--- src/rtl/spikes_pkg.sv ---
// spikes_pkg: shared grid geometry, tile codes, writer states and tile legality
package spikes_pkg;
  localparam int GRID_ROWS = 13;
  localparam int GRID_COLS = 19;
  localparam int ROW_W = 4;
  localparam int COL_W = 5;
  localparam logic [1:0] TILE_EMPTY = 2'd0;
  localparam logic [1:0] TILE_SPIKE = 2'd1;
  typedef enum logic [1:0] {IDLE, CLEAR, PLACE, FINISH} writerState_t;
  // A spike may not sit off-grid, on a wall pillar (odd row and odd col) or in the spawn corner.
  function automatic logic is_legal_tile(input logic [ROW_W-1:0] row, input logic [COL_W-1:0] col);
    return (row < ROW_W'(GRID_ROWS)) && (col < COL_W'(GRID_COLS)) && !(row[0] && col[0]) &&
           !((row <= ROW_W'(1)) && (col <= COL_W'(1)));
  endfunction
endpackage

--- src/rtl/spikes_layout_writer_lfsr16.sv ---
// lfsr16: free-running 16-bit Fibonacci LFSR, taps 16,14,13,11
module lfsr16 #(
  parameter logic [15:0] SEED = 16'hACE1
) (
  input  logic        clk,
  input  logic        reset,
  output logic [15:0] state
);
  // Shift every cycle; a nonzero seed keeps the register out of the all-zero lockup state.
  always_ff @(posedge clk)
    state <= reset ? SEED : {state[14:0], state[15] ^ state[13] ^ state[12] ^ state[10]};
endmodule

--- src/rtl/spikes_layout_writer.sv ---
// spikes_layout_writer: clears the spike mask and writes a fresh random spike layout
module spikes_layout_writer
  import spikes_pkg::*;
#(
  parameter int          NUM_SPIKES = 3,
  parameter int          MAX_TRIES  = 1024,
  parameter logic [15:0] SEED       = 16'hACE1
) (
  input  logic             clk,
  input  logic             reset,
  input  logic             start,
  output logic             busy,
  output logic             done,
  output logic             fail,
  output logic [4:0]       placed_count,
  output logic             wr_en,
  output logic [ROW_W-1:0] wr_row,
  output logic [COL_W-1:0] wr_col,
  output logic [1:0]       wr_data
);
  localparam int LIST_N = NUM_SPIKES > 0 ? NUM_SPIKES : 1;
  localparam logic [4:0] TARGET = 5'(NUM_SPIKES);
  localparam logic [15:0] TRY_LIMIT = 16'(MAX_TRIES);
  writerState_t state, stateNxt;
  logic [15:0] lfsr, tries;
  logic [ROW_W-1:0] listRow [LIST_N];
  logic [COL_W-1:0] listCol [LIST_N];
  logic [ROW_W-1:0] candRow, wrRowNxt;
  logic [COL_W-1:0] candCol, wrColNxt;
  logic [1:0] wrDataNxt;
  logic [4:0] countNxt;
  logic dup, accept, placeDone, clearLast, launch;
  logic busyNxt, doneNxt, failNxt, wrEnNxt;
  logic unusedLfsrBits;
  lfsr16 #(.SEED(SEED)) uLfsr (.clk(clk), .reset(reset), .state(lfsr));
  assign unusedLfsrBits = ^lfsr[15:9];
  assign candRow = lfsr[3:0];
  assign candCol = lfsr[8:4];
  assign launch = state == IDLE && start;
  assign clearLast = wr_row == ROW_W'(GRID_ROWS - 1) && wr_col == COL_W'(GRID_COLS - 1);
  assign placeDone = placed_count == TARGET || tries == TRY_LIMIT;
  assign accept = state == PLACE && !placeDone && is_legal_tile(candRow, candCol) && !dup;
  // Reject a candidate that repeats a coordinate already placed in this layout.
  always_comb begin
    dup = 1'b0;
    for (int i = 0; i < LIST_N; i++)
      if (5'(i) < placed_count && listRow[i] == candRow && listCol[i] == candCol) dup = 1'b1;
  end
  // Next state: sweep the whole mask, then draw candidates until full or out of tries.
  always_comb begin
    stateNxt = state;
    stateNxt = state == IDLE  ? (start ? CLEAR : IDLE) :
               state == CLEAR ? (clearLast ? PLACE : CLEAR) :
               state == PLACE ? (placeDone ? FINISH : PLACE) : IDLE;
  end
  // Next values of the registered outputs; the row/col outputs double as the sweep counter.
  always_comb begin
    busyNxt = stateNxt == CLEAR || stateNxt == PLACE;
    doneNxt = stateNxt == FINISH;
    failNxt = launch ? 1'b0 : (state == PLACE && placeDone) ? placed_count < TARGET : fail;
    wrEnNxt = stateNxt == CLEAR || accept;
    wrDataNxt = accept ? TILE_SPIKE : TILE_EMPTY;
    wrRowNxt = state == IDLE ? '0 :
               state == CLEAR ? (wr_col == COL_W'(GRID_COLS - 1) ? wr_row + 4'd1 : wr_row) :
               accept ? candRow : wr_row;
    wrColNxt = state == IDLE ? '0 :
               state == CLEAR ? (wr_col == COL_W'(GRID_COLS - 1) ? '0 : wr_col + 5'd1) :
               accept ? candCol : wr_col;
    countNxt = launch ? '0 : placed_count + 5'(accept);
  end
  // State, try counter and registered outputs.
  always_ff @(posedge clk) begin
    if (reset) begin
      state <= IDLE;
      tries <= '0;
      busy <= 1'b0;
      done <= 1'b0;
      fail <= 1'b0;
      wr_en <= 1'b0;
      wr_row <= '0;
      wr_col <= '0;
      wr_data <= TILE_EMPTY;
      placed_count <= '0;
    end else begin
      state <= stateNxt;
      tries <= launch ? '0 : state == PLACE ? tries + 16'd1 : tries;
      busy <= busyNxt;
      done <= doneNxt;
      fail <= failNxt;
      wr_en <= wrEnNxt;
      wr_row <= wrRowNxt;
      wr_col <= wrColNxt;
      wr_data <= wrDataNxt;
      placed_count <= countNxt;
    end
  end
  // Remember each accepted coordinate in the slot indexed by the current count.
  always_ff @(posedge clk)
    for (int i = 0; i < LIST_N; i++)
      if (accept && placed_count == 5'(i)) begin
        listRow[i] <= candRow;
        listCol[i] <= candCol;
      end
endmodule

--- config.mk ---
export PLATFORM = sky130hd
export DESIGN_NAME = spikes_layout_writer
export DESIGN_NICKNAME = d
export VERILOG_FILES = /design/src/rtl/spikes_pkg.sv /design/src/rtl/spikes_layout_writer_lfsr16.sv /design/src/rtl/spikes_layout_writer.sv
export SDC_FILE = /design/constraint.sdc
export NUM_CORES = 1
export LEC_CHECK = 0
export ABC_CLOCK_PERIOD_IN_PS = 3300
export CAP_MARGIN = 20
export CORE_MARGIN = 2
export CORE_UTILIZATION = 45
export DETAILED_ROUTE_END_ITERATION = 6
export DONT_BUFFER_PORTS = 1
export SETUP_SLACK_MARGIN = 0.05
export SLEW_MARGIN = 20
export SYNTH_ARGS = -nofsm -noshare
export SYNTH_HDL_FRONTEND = slang
export SYNTH_HIERARCHICAL = 1
export SYNTH_SLANG_ARGS = --single-unit
--- constraint.sdc ---
create_clock -name clk -period 3.3 [get_ports clk]
set_clock_uncertainty 0.15 [all_clocks]
set_input_delay 0.99 -clock clk [delete_from_list [all_inputs] [get_ports clk]]
set_output_delay 0.99 -clock clk [all_outputs]
set_load 0.05 [all_outputs]
==> impl_metrics.toml <==
[outcome]
outcome = "completed"

[detailed_routing]
detailed_routing_iterations_pass_1 = 4
route.vias.total = 2301
drcViolationCount = 0
drt-total-wl_um = 6460
wl_per_cell_um = 14.3
vias_per_cell = 5.08
drt.antenna.violating_nets = 0
drt-initial-drc-count = 140

[clock_tree]
clock_sink_count = 80
cts-buffers-inserted = 9
cts_hold_buf = 0
post_cts_buffers = 0
clkTransAtPathRegs_ns = 0.08
cts-resized-gates = 0
cts-root-buf = "clkbuf_8"
insertion_delay_ns = 0.35
h_tree_depth_reported_by_cts = 3
clk_path_buf_depth = 2
clock_tree_from_tritoncts = "yes"

[finish]
layout.nets = 359
post_route_cells_drive_above_1_share = 0.105
stdcell_area_sq_um = 3850
area_growth_from_synthesis_to_final_layout_pct = 9.72
layout_common_cells = "dfxtp_1, nor2_1, xnor2_1"
fillers = 704
num_antenna_cells = 0
layout.cells.most_common = "dfxtp_1"

[logic_synthesis]
post_syn_instances = 339
postSynth.topFlopCell = "dfxtp_1"
synth.yosys.seq_area_share = 0.533
synth_enable_flop_cells = 27
combined_area_of_all_synthesized_cells_sq_um = 3510
per_instance_average_area_after_synthesis_sq_um = 10.4
async_flop_share = 0
synth_nets = 352
synth_cell_type_count = 42
synthesis.yosys.warnings = 6
synth.ff_latch_count = 80

[grt]
grt_max_degree = 26
grt_util_all_layers = 0.165
via_count_of_the_first_global_routing_pass = 2118
antenna_found_initial = 0
grt_pass1_wl_um = 10700
globalRoute.totalOverflow = 0

[worst_setup_path]
worst-r2r-cell-count = 7
cp_data_arrival_time_ns = 2.65
critical-path-max-stage-delay_ns = 0.56
crit_path_end_kind = "register"
cp-start-kind = "register"
r2r-start = "placed_count[3]"
required_arrival_time_at_the_worst_endpoint_ns = 3.21
regToRegEndpoint = "listCol[0][1]"
critical_path_class = "register to register"
crit_path_max_fanout = 22
critical-path-slowest-cell = "or4_4"
regToRegSetupSlack_ns = 0.56
worstPathCellList = "or4_4 > o2111ai_1 > nor3_1 > or4_1 > buf_4 > nor3_1 > buf_4"

[timing]
period_needed_ns = 2.74
setup_violations = 0
hold-worst-slack_ns = 0.250
grt_setup_unrepaired = "false"
totalNegativeSetupSlack_ns = 0
worst_pin_slew_ns = 0.703
min_period_over_period = 0.830
max_freq_mhz = 365
worst_slew_margin_rel = 0.531
drv_slew = 0
finalHoldViolCount = 0

[pwr]
pwr_density_cell_nw_per_um2 = 482
clkPwrFrac = 0.376
power.share.combinational = 0.043
power.share.switching = 0.224
ir_drop_v = 0.000291
leakage_nw = 1.33
power.net_switching_mw = 0.417
internal-power_mw = 1.44
power.sequential.fraction = 0.581

[floorplan]
fp.coreArea_sq_um = 7650
fp.dieH_um = 92.4
boundaryPins = 23
die_area_sq_um = 8530
die_width_um = 92.4
rows = 32
initial_utilization = 0.459

[min_path]
timing.hold.worst.class = "register to register"
min-delay-start = "uLfsr/state[14]"
hold_depth = 1
holdPathEnd = "uLfsr/state[15]"

[run]
cap_viol_max_count = 0

[place]
finalWeightedCongestion = 0.803
detailed_place.area_sq_um = 3660
dp_hpwl_um = 4370
io_buffers = 0
cells by family (layout without fill, tap and decap cells):
| kind of cell | count (synthesis) | in the layout | synth area share |
|---|---|---|---|
| simple gates | 129 | 129 | 0.186 |
| flops | 80 | 80 | 0.533 |
| xor+xnor | 51 | 51 | 0.127 |
| compound gates | 35 | 35 | 0.0741 |
| buf+inv | 31 | 43 | 0.0381 |
| fa+ha+maj | 10 | 10 | 0.0356 |
| mux | 2 | 2 | 0.00570 |
| other cells | 1 | 1 | 0.00107 |
through the flow:
stage	setup slack [ns]	power, mW	std cells	util
after floorplan	-0.0847	1.16	339	-
after global placement	0.598	1.18	437	0.479
after detailed placement	0.562	1.18	437	0.479
after CTS	0.555	1.88	453	0.504
after global routing	0.396	1.93	453	0.504
final	0.562	1.86	453	0.504
sequential cells by signal (all words and copies together) (netlist names):
signal / count
tries: 16
wr_data: 1
fail: 1
busy: 1
listCol: 15
wr_row: 4
uLfsr/state: 16
state: 2
wr_col: 5
placed_count: 5
done: 1
listRow: 12
wr_en: 1
final cells by class:
cell class              instances  area (sq um)  share of cell area
clock buffers                  12           145              0.0377
inverters                      12          45.0              0.0117
well taps                     102           128              0.0331
flip-flops and latches         80          1870               0.486
clock inverters                 4          45.0              0.0117
multi-input cells             228          1510               0.391
repair buffers                 15           113              0.0292
power by group through the flow:
stage / sequential, mW / clock [mW] / combinational (mW)
after floorplan: 1.08 / 0 / 0.0850
after global placement: 1.10 / 0 / 0.0797
after detailed placement: 1.10 / 0 / 0.0800
after CTS: 1.08 / 0.723 / 0.0811
after global routing: 1.08 / 0.761 / 0.0901
final: 1.08 / 0.700 / 0.0799
critical path: cells and delay by family, from the launching register on:
family	cells	cell delay [ns]
simple gates	4	1.33
buf+inv	2	0.45
flops	1	0.33
compound gates	1	0.19
cells in the mapped netlist (2+ instances only):
library cell	number	share of area
nand4_1	9	0.016
xor2_1	16	0.040
clkbuf_1	12	0.013
nor2b_1	13	0.023
inv_1	12	0.013
o21ai_0	4	0.0057
edfxtp_1	27	0.23
a211oi_2	5	0.018
nand2_1	18	0.019
a21oi_1	11	0.016
a22oi_1	4	0.0085
buf_4	2	0.0043
xnor2_1	35	0.087
nor4b_1	2	0.0050
nor2_1	38	0.041
mux2i_1	2	0.0057
nand3_1	16	0.023
a21o_1	5	0.011
buf_2	2	0.0028
nor3_1	10	0.014
or2_1	7	0.012
nand2b_1	3	0.0053
nor4_1	4	0.0071
ha_1	10	0.036
buf_1	2	0.0021
dfxtp_1	53	0.30
and3_1	2	0.0036
routing by layer:
metal,vias up,global-route usage,part of all wire
met5,-,0,0
met3,14,0.0602,0.049
met4,0,0.0746,0.025
li1,1164,-,-
met2,42,0.232,0.42
met1,1081,0.226,0.50
worst max path at each step:
stage,from,slack [ns],end
3_3_place_gp,placed_count[3],0.60,listRow[0][1]
4_1_cts,placed_count[3],0.55,listRow[0][3]
5_1_grt,placed_count[3],0.40,listCol[0][14]
3_5_place_dp,placed_count[3],0.56,listRow[0][1]
6_report,placed_count[3],0.56,listCol[0][1]
2_1_floorplan,placed_count[3],-0.08,listCol[0][0]
No activity file was read; power rests on OpenSTA's default activity.
